### config.mk
export PLATFORM = sky130hd
export DESIGN_NAME = map_port_arbiter
export DESIGN_NICKNAME = d
export VERILOG_FILES = /design/src/rtl/map_port_arbiter.sv
export SDC_FILE = /design/constraint.sdc
export NUM_CORES = 1
export LEC_CHECK = 0
export ABC_AREA = 1
export ABC_CLOCK_PERIOD_IN_PS = 1600
export BUFFER_PORTS_ARGS = -buffer_cell sky130_fd_sc_hd__buf_2
export CORE_UTILIZATION = 45
export DETAILED_ROUTE_END_ITERATION = 10
export PLACE_DENSITY = 0.81
export SETUP_SLACK_MARGIN = 0.4
export SLEW_MARGIN = 20
export SYNTH_ARGS = -nofsm -noshare
export SYNTH_HDL_FRONTEND = slang
export SYNTH_SLANG_ARGS = --single-unit
### constraint.sdc
create_clock -name pixel_clk_in -period 1.6 [get_ports pixel_clk_in]
set_input_delay 0.32 -clock pixel_clk_in [delete_from_list [all_inputs] [get_ports pixel_clk_in]]
set_output_delay 0.32 -clock pixel_clk_in [all_outputs]
set_load 0.02 [all_outputs]
### src/rtl/map_port_arbiter.sv
// Round-robin arbiter sharing the world-map BRAM port between the DDA ray FSMs
// and the map-write client; reads are tagged so data returns only to its requester.
module map_port_arbiter #(
  parameter int unsigned NUM_REQ     = 2,
  parameter int unsigned ADDR_W      = 10,
  parameter int unsigned DATA_W      = 4,
  parameter int unsigned RAM_LATENCY = 2
) (
  input  logic                      pixel_clk_in,
  input  logic                      rst_n_in,
  input  logic [NUM_REQ-1:0]        req_in,
  input  logic [NUM_REQ*ADDR_W-1:0] addr_in,
  output logic [NUM_REQ-1:0]        gnt_out,
  output logic [DATA_W-1:0]         data_out,
  output logic [NUM_REQ-1:0]        data_valid_out,
  input  logic                      wr_en_in,
  input  logic [ADDR_W-1:0]         wr_addr_in,
  input  logic [DATA_W-1:0]         wr_data_in,
  output logic                      wr_ack_out,
  output logic [ADDR_W-1:0]         ram_addr_out,
  output logic [DATA_W-1:0]         ram_din_out,
  output logic                      ram_we_out,
  input  logic [DATA_W-1:0]         ram_data_in,
  output logic                      busy_out
);

  localparam int unsigned IDX_W = (NUM_REQ > 1) ? $clog2(NUM_REQ) : 1;
  localparam int unsigned DEPTH = RAM_LATENCY + 1;

  logic [NUM_REQ-1:0] pending;
  logic [NUM_REQ-1:0] eligible;
  logic [NUM_REQ-1:0] gnt_nxt;
  logic [IDX_W-1:0]   rr;
  logic [IDX_W-1:0]   win_idx;
  logic               win_found;
  logic [DEPTH-1:0]   tag_v;
  logic [IDX_W-1:0]   tag_idx [DEPTH];

  // A requester whose data is returning this cycle may already be re-granted.
  always_comb eligible = req_in & ~(pending & ~data_valid_out);

  always_comb busy_out = |pending;

  always_comb begin
    int unsigned cand;
    win_found = 1'b0;
    win_idx   = '0;
    gnt_nxt   = '0;
    cand      = 0;
    for (int unsigned off = 1; off <= NUM_REQ; off++) begin
      cand = (32'(rr) + off) % NUM_REQ;
      if (!win_found && eligible[cand[IDX_W-1:0]]) begin
        win_found = 1'b1;
        win_idx   = cand[IDX_W-1:0];
      end
    end
    if (!wr_en_in && win_found) gnt_nxt[win_idx] = 1'b1;
  end

  always_ff @(posedge pixel_clk_in or negedge rst_n_in) begin
    if (!rst_n_in) begin
      pending        <= '0;
      rr             <= IDX_W'(NUM_REQ - 1);
      gnt_out        <= '0;
      data_out       <= '0;
      data_valid_out <= '0;
      wr_ack_out     <= 1'b0;
      ram_addr_out   <= '0;
      ram_din_out    <= '0;
      ram_we_out     <= 1'b0;
      tag_v          <= '0;
      for (int unsigned s = 0; s < DEPTH; s++) tag_idx[s] <= '0;
    end else begin
      wr_ack_out <= wr_en_in;
      ram_we_out <= wr_en_in;
      gnt_out    <= gnt_nxt;
      if (wr_en_in) begin
        ram_addr_out <= wr_addr_in;
        ram_din_out  <= wr_data_in;
      end else if (win_found) begin
        ram_addr_out <= addr_in[win_idx*ADDR_W +: ADDR_W];
        rr           <= win_idx;
      end
      pending <= (pending & ~data_valid_out) | gnt_nxt;

      // Tag pipeline tracks the issued slot until its RAM data arrives.
      tag_v[0]   <= |gnt_nxt;
      tag_idx[0] <= win_idx;
      for (int unsigned s = 1; s < DEPTH; s++) begin
        tag_v[s]   <= tag_v[s-1];
        tag_idx[s] <= tag_idx[s-1];
      end

      data_valid_out <= '0;
      if (tag_v[DEPTH-1]) begin
        data_valid_out[tag_idx[DEPTH-1]] <= 1'b1;
        data_out                         <= ram_data_in;
      end
    end
  end

endmodule

; Word level (Yosys, flattened, before mapping)
; Index checks and enable logic that the tools add are counted.
[totals]
reg_bits = 32
latch_bits = 0
mem_bits_rw = 0
mem_bits_ro = 0
input_bits = 43
output_inout_bits = 25
wordCells = 54
memories = 0
[op_classes]
addsub = 2
mul = 1
div_mod_pow = 0
order_cmp = 6
eq_ne = 0
shift = 1
n_mux = 16
bitwise_logic = 6
n_reduce_logical = 10
[ops]
columns = cell, n
row1 = two-way mux 10 bit, 2
row2 = indexed part select 20 x 6 -> 10 bit, 1
row3 = two-way mux 1 bit, 10
row4 = "less-than comparator 1 x 2 -> 1 bit, second input constant", 4
row5 = bitwise AND 2 bit, 2
row6 = logical AND 1 bit, 4
row7 = "multiplier 1 x 3 -> 4 bit, second input constant", 1
row8 = two-way mux 2 bit, 2
row9 = inverter 2 bit, 2
row10 = OR reduction 2 bit, 2
row11 = "adder 1 bit, second input constant", 2
row12 = demux 1 bit (select 1 bit), 2
row13 = ">= comparator 1 bit, second input constant", 2
row14 = logical NOT 1 bit, 2
row15 = bitwise OR 2 bit, 1
row16 = AND reduction 2 bit, 1
row17 = nonzero test 2 bit, 1
row18 = inverter 1 bit, 1

; Longest topological paths before layout
[logic_depth]
ltp_word = 16
mapped_depth = 9
mapped_depth_nobuf = 8

; Least setup slack after synthesis
; No wires, ideal clock.
[synth_timing]
kind = reg2reg
from = register data_valid_out[1]
to = register ram_addr_out[1]
setup_time_ns = 0.116
arrival_time_ns = 1.138
required_time_ns = 1.484
path_slack_ns = 0.346
stages_incl_launch_ff = 9
path_buffers = 1
period_less_slack_ns = 1.254
cell_sequence = dfrtp_1 inv_2 a21oi_4 nand2_2 buf_6 nand2_1 nand3_1 nand2_1 nand2_1
[synth_via]
elab_chain_len = 14
elab_cells_between_ends = 19
cone_classes = 1 x mul / 1 x shift / 10 x mux / 4 x bitwise / 3 x reduce/logical
[synth_lines]
columns = item, line
row1 = "start, declared", 15  ; output logic [NUM_REQ-1:0] data_valid_out,
row2 = "start signal, assigned", 66  ; data_valid_out <= '0;
row3 = "start signal, assigned", 94  ; data_valid_out <= '0;
row4 = "start signal, assigned by index", 96  ; data_valid_out[tag_idx[DEPTH-1]] <= 1'b1;
row5 = inverter 2 bit *, 40  ; always_comb eligible = req_in & ~(pending & ~data_valid_out);
row6 = bitwise AND 2 bit *, 40
row7 = inverter 2 bit *, 40
row8 = bitwise AND 2 bit *, 40
row9 = two-way mux 1 bit (not written as such) (2 in a row), 52  ; if (!win_found && eligible[cand[IDX_W-1:0]]) begin
row10 = two-way mux 1 bit, 52
row11 = logical NOT 1 bit, 52
row12 = logical AND 1 bit, 52
row13 = two-way mux 1 bit, 52
row14 = multiplier 1 x 3 -> 4 bit, 81  ; ram_addr_out <= addr_in[win_idx*ADDR_W +: ADDR_W];
row15 = indexed part select 20 x 6 -> 10 bit, 81
row16 = two-way mux 10 bit, 80  ; end else if (win_found) begin
row17 = two-way mux 10 bit, 77  ; if (wr_en_in) begin
row18 = "end signal, assigned", 78  ; ram_addr_out <= wr_addr_in;
row19 = "end signal, assigned", 81
row20 = "end, declared", 20  ; output logic [ADDR_W-1:0] ram_addr_out,
; Every way passes the cells marked *; elsewhere a longest branch is shown, timed or not. The select of a mux whose other input is x is not followed.
; A chain may end at the register's enable or synchronous reset.

; Final worst setup path
[layout_timing]
from = register pending[0]
to = output port busy_out
[layout_via]
elab_chain_len = 1
[layout_lines]
columns = item, line
row1 = "start, declared", 30  ; logic [NUM_REQ-1:0] pending;
row2 = "start signal, assigned", 84  ; pending <= (pending & ~data_valid_out) | gnt_nxt;
row3 = OR reduction 2 bit, 42  ; always_comb busy_out = |pending;
row4 = "end, declared", 24  ; output logic busy_out
; Every way passes these cells.

==> impl_metrics.csv <==
group,metric,value,unit
logic_synthesis,synth_top_cell_area_share,0.544,
timing,layout_min_cycle_time,1410,ps
global_routing,antenna_found_initial,0,
detailed_routing,drc,0,
layout,drive_gt1_frac,0.510,
clock_tree,insertion_delay,310,ps
power,max-vdd-ir-drop,520,uV
timing,finClkSkew,5.71,ps
clock_tree,clkSinkCount,32,
global_routing,overflow,0,
logic_synthesis,ys_seq_area_frac,0.562,
clock_tree,cts_max_level,2,
logic_synthesis,synth-compound-area-share,0.0561,
floorplan,start_util,0.471,
placed_design,place_congestion,0.847,
logic_synthesis,yosysWarnings,0,
logic_synthesis,synth_top_area_cell,"dfrtp_1",
floorplan,die_h,58.3,um
layout,stdcell_count,305,
layout,layout_commonest_cell,"nand2_1",
worst_hold_path,hp-class,"in -> reg",
clock_tree,clk_pin_slew,90,ps
global_routing,grt_max_degree,23,
worst_setup_path,max_stage_delay,400,ps
floorplan,core.rowCount,20,
detailed_routing,vias,1379,
logic_synthesis,yosys.area_share.simple,0.291,
worst_setup_path,cp_max_fo,2,
worst_setup_path,crit_chain,"or2_4, buf_6",
floorplan,pin_count,68,
layout,layout_common_cells,"nand2_1, buf_2, dfrtp_1",
placed_design,dp_hpwl,2270,um
worst_setup_path,cp-start-kind,"flip-flop",
clock_tree,cts_buffers,5,
global_routing,grt_pass1_vias,1238,
timing,hold_ws,203,ps
floorplan,fp.dieW,58.3,um
logic_synthesis,synth_nets,216,
logic_synthesis,synthTopCellsByArea,"dfrtp_1, nand2_1, nand3_1",
logic_synthesis,synthesis.area,0.00143,mm2
logic_synthesis,ys_types,18,
worst_setup_path,slowest_stage,"dfrtp_1",
global_routing,grt_pass1_wl,5200,um
worst_hold_path,holdPathStages,3,
layout,diodes,0,
flow_run,maxCapViolations,0,
worst_setup_path,arrival,1090,ps
floorplan,fp.dieArea,0.00340,mm2
logic_synthesis,synth_xor_area_frac,0,
timing,worst_slack,188,ps
placed_design,port_buffers,67,
global_routing,track_usage,0.206,
clock_tree,root_buffer,"clkbuf_4",
worst_setup_path,endpoint_kind,"output port",
timing,relSlewSlack,0.699,
timing,rsz0062_at_grt,"yes",
power,finalPower,1.58,mW
clock_tree,clockBufferDepth,2,
logic_synthesis,synth_top_family_by_area,"simple AND/OR/NAND/NOR gates",
timing,fmax,0.708,GHz
power,static-leakage-power,1.25,nW
timing,slew_viol_final,0,
worst_setup_path,path_class,"reg -> out",
floorplan,fp.coreArea,0.00303,mm2
detailed_routing,routed_wl,3560,um
timing,worst_slew_pin_slew,451,ps
timing,finalSetupViolations,0,
detailed_routing,first_pass_iters,7,
logic_synthesis,syn_inst,173,
timing,fin_tns_setup,0,ps
logic_synthesis,synth_fa_ha_area_frac,0,
detailed_routing,routed_via_density,4.52,
worst_setup_path,required,1280,ps
layout,fin_nets,303,
clock_tree,cts_tree,"yes",
worst_setup_path,rr_worst_depth,7,
status,status,"finished, final reports clean",
timing,hold_violations,0,
logic_synthesis,synthMuxAreaShare,0,
placed_design,placed_cells,281,
power,cellPowerDensity,707,mW/mm2
detailed_routing,drt_iter0_markers,45,
detailed_routing,wl_per_cell,11.7,um
logic_synthesis,avgSynthCellArea,8.24,um2
timing,finalCritPeriodShare,0.883,
layout,area_delta_synth_final,56.9,%
logic_synthesis,ys_seq_elements,32,
detailed_routing,postRouteAntennaNets,0,
placed_design,pre_cts_slack,167,ps
[sequential cells by signal (all words and copies together), names as in the netlist]
register        count
pending             2
ram_din_out         4
tag_idx             3
data_out            4
tag_v               3
data_valid_out      2
rr                  1
gnt_out             2
ram_we_out          1
ram_addr_out       10
[final timing paths]
check                                  end  slack [ps]      startpoint
setup / recovery                  busy_out         190      pending[0]
hold / removal                 data_out[1]         200  ram_data_in[1]
setup reg to reg           ram_addr_out[3]         260      pending[1]
hold reg to reg                 tag_idx[1]         360      tag_idx[2]
max in group asynchronous   ram_din_out[0]         600        rst_n_in
min in group asynchronous      data_out[0]         470        rst_n_in
[worst max-delay path: cells and delay by family (launching register included)]
family | cells | cell delay [ps]
simple gates | 1 | 260
flops | 1 | 400
buf+inv | 1 | 130
[routing by layer]
metal  up-vias  track usage  share of wire
met2        59        0.351           0.54
met3         2       0.0615          0.065
met5         -            0              0
met4         0       0.0714         0.0053
li1        699            -              -
met1       619        0.251           0.39
[area by class of cell]
cell class,instances,area [um2]
clock inverters,1,5.00
multi-input cells,111,616
repair buffers,82,602
flip-flops and latches,32,803
inverters,27,106
repair inverters,1,6.26
fillers,227,790
clock buffers,7,45.0
well taps,44,55.1
[cells by family (layout without fill, tap and decap cells)]
kind of cell           count (synthesis)  count (layout)
buffers and inverters                 31             118
and+or+nand+nor                      100             101
DFF                                   32              32
AOI/OAI and AO/OA                     10              10
[through the flow]
step,util,instance area [um2]
global placement,0.595,1800
global route,0.739,2240
detailed placement,0.595,1800
floorplan,-,1430
CTS,0.656,1990
finish,0.739,2240
[repair_timing]
action                                  4_1_cts  5_1_grt
endpoints found under the setup margin       23       39
endpoints found under the hold margin        20        0
cloned                                        2        0
gates resized for setup                      24       56
hold buffers                                  1        0
pin swaps                                     3       12
buffers inserted                              4        9
[synthesized netlist by cell type]
cell type / number
dfstp_2: 1
or2_2: 5
nand2_2: 1
a21oi_4: 1
nand3_2: 1
inv_1: 17
buf_4: 1
inv_2: 10
clkbuf_1: 1
a21boi_0: 6
dfrtp_1: 31
nand3_1: 15
buf_2: 1
nor2_1: 2
nand2_1: 76
buf_6: 1
o21ai_2: 1
o21ai_1: 2
[where the power goes]
group	total, mW	switching [mW]	internal (mW)	leakage [nW]
combinational	0.304	0.151	0.153	0.840
sequential	0.873	0.0277	0.845	0.382
clock	0.406	0.235	0.171	0.0293
total	1.58	0.414	1.17	1.25
Power figures use the tool's default switching activity.
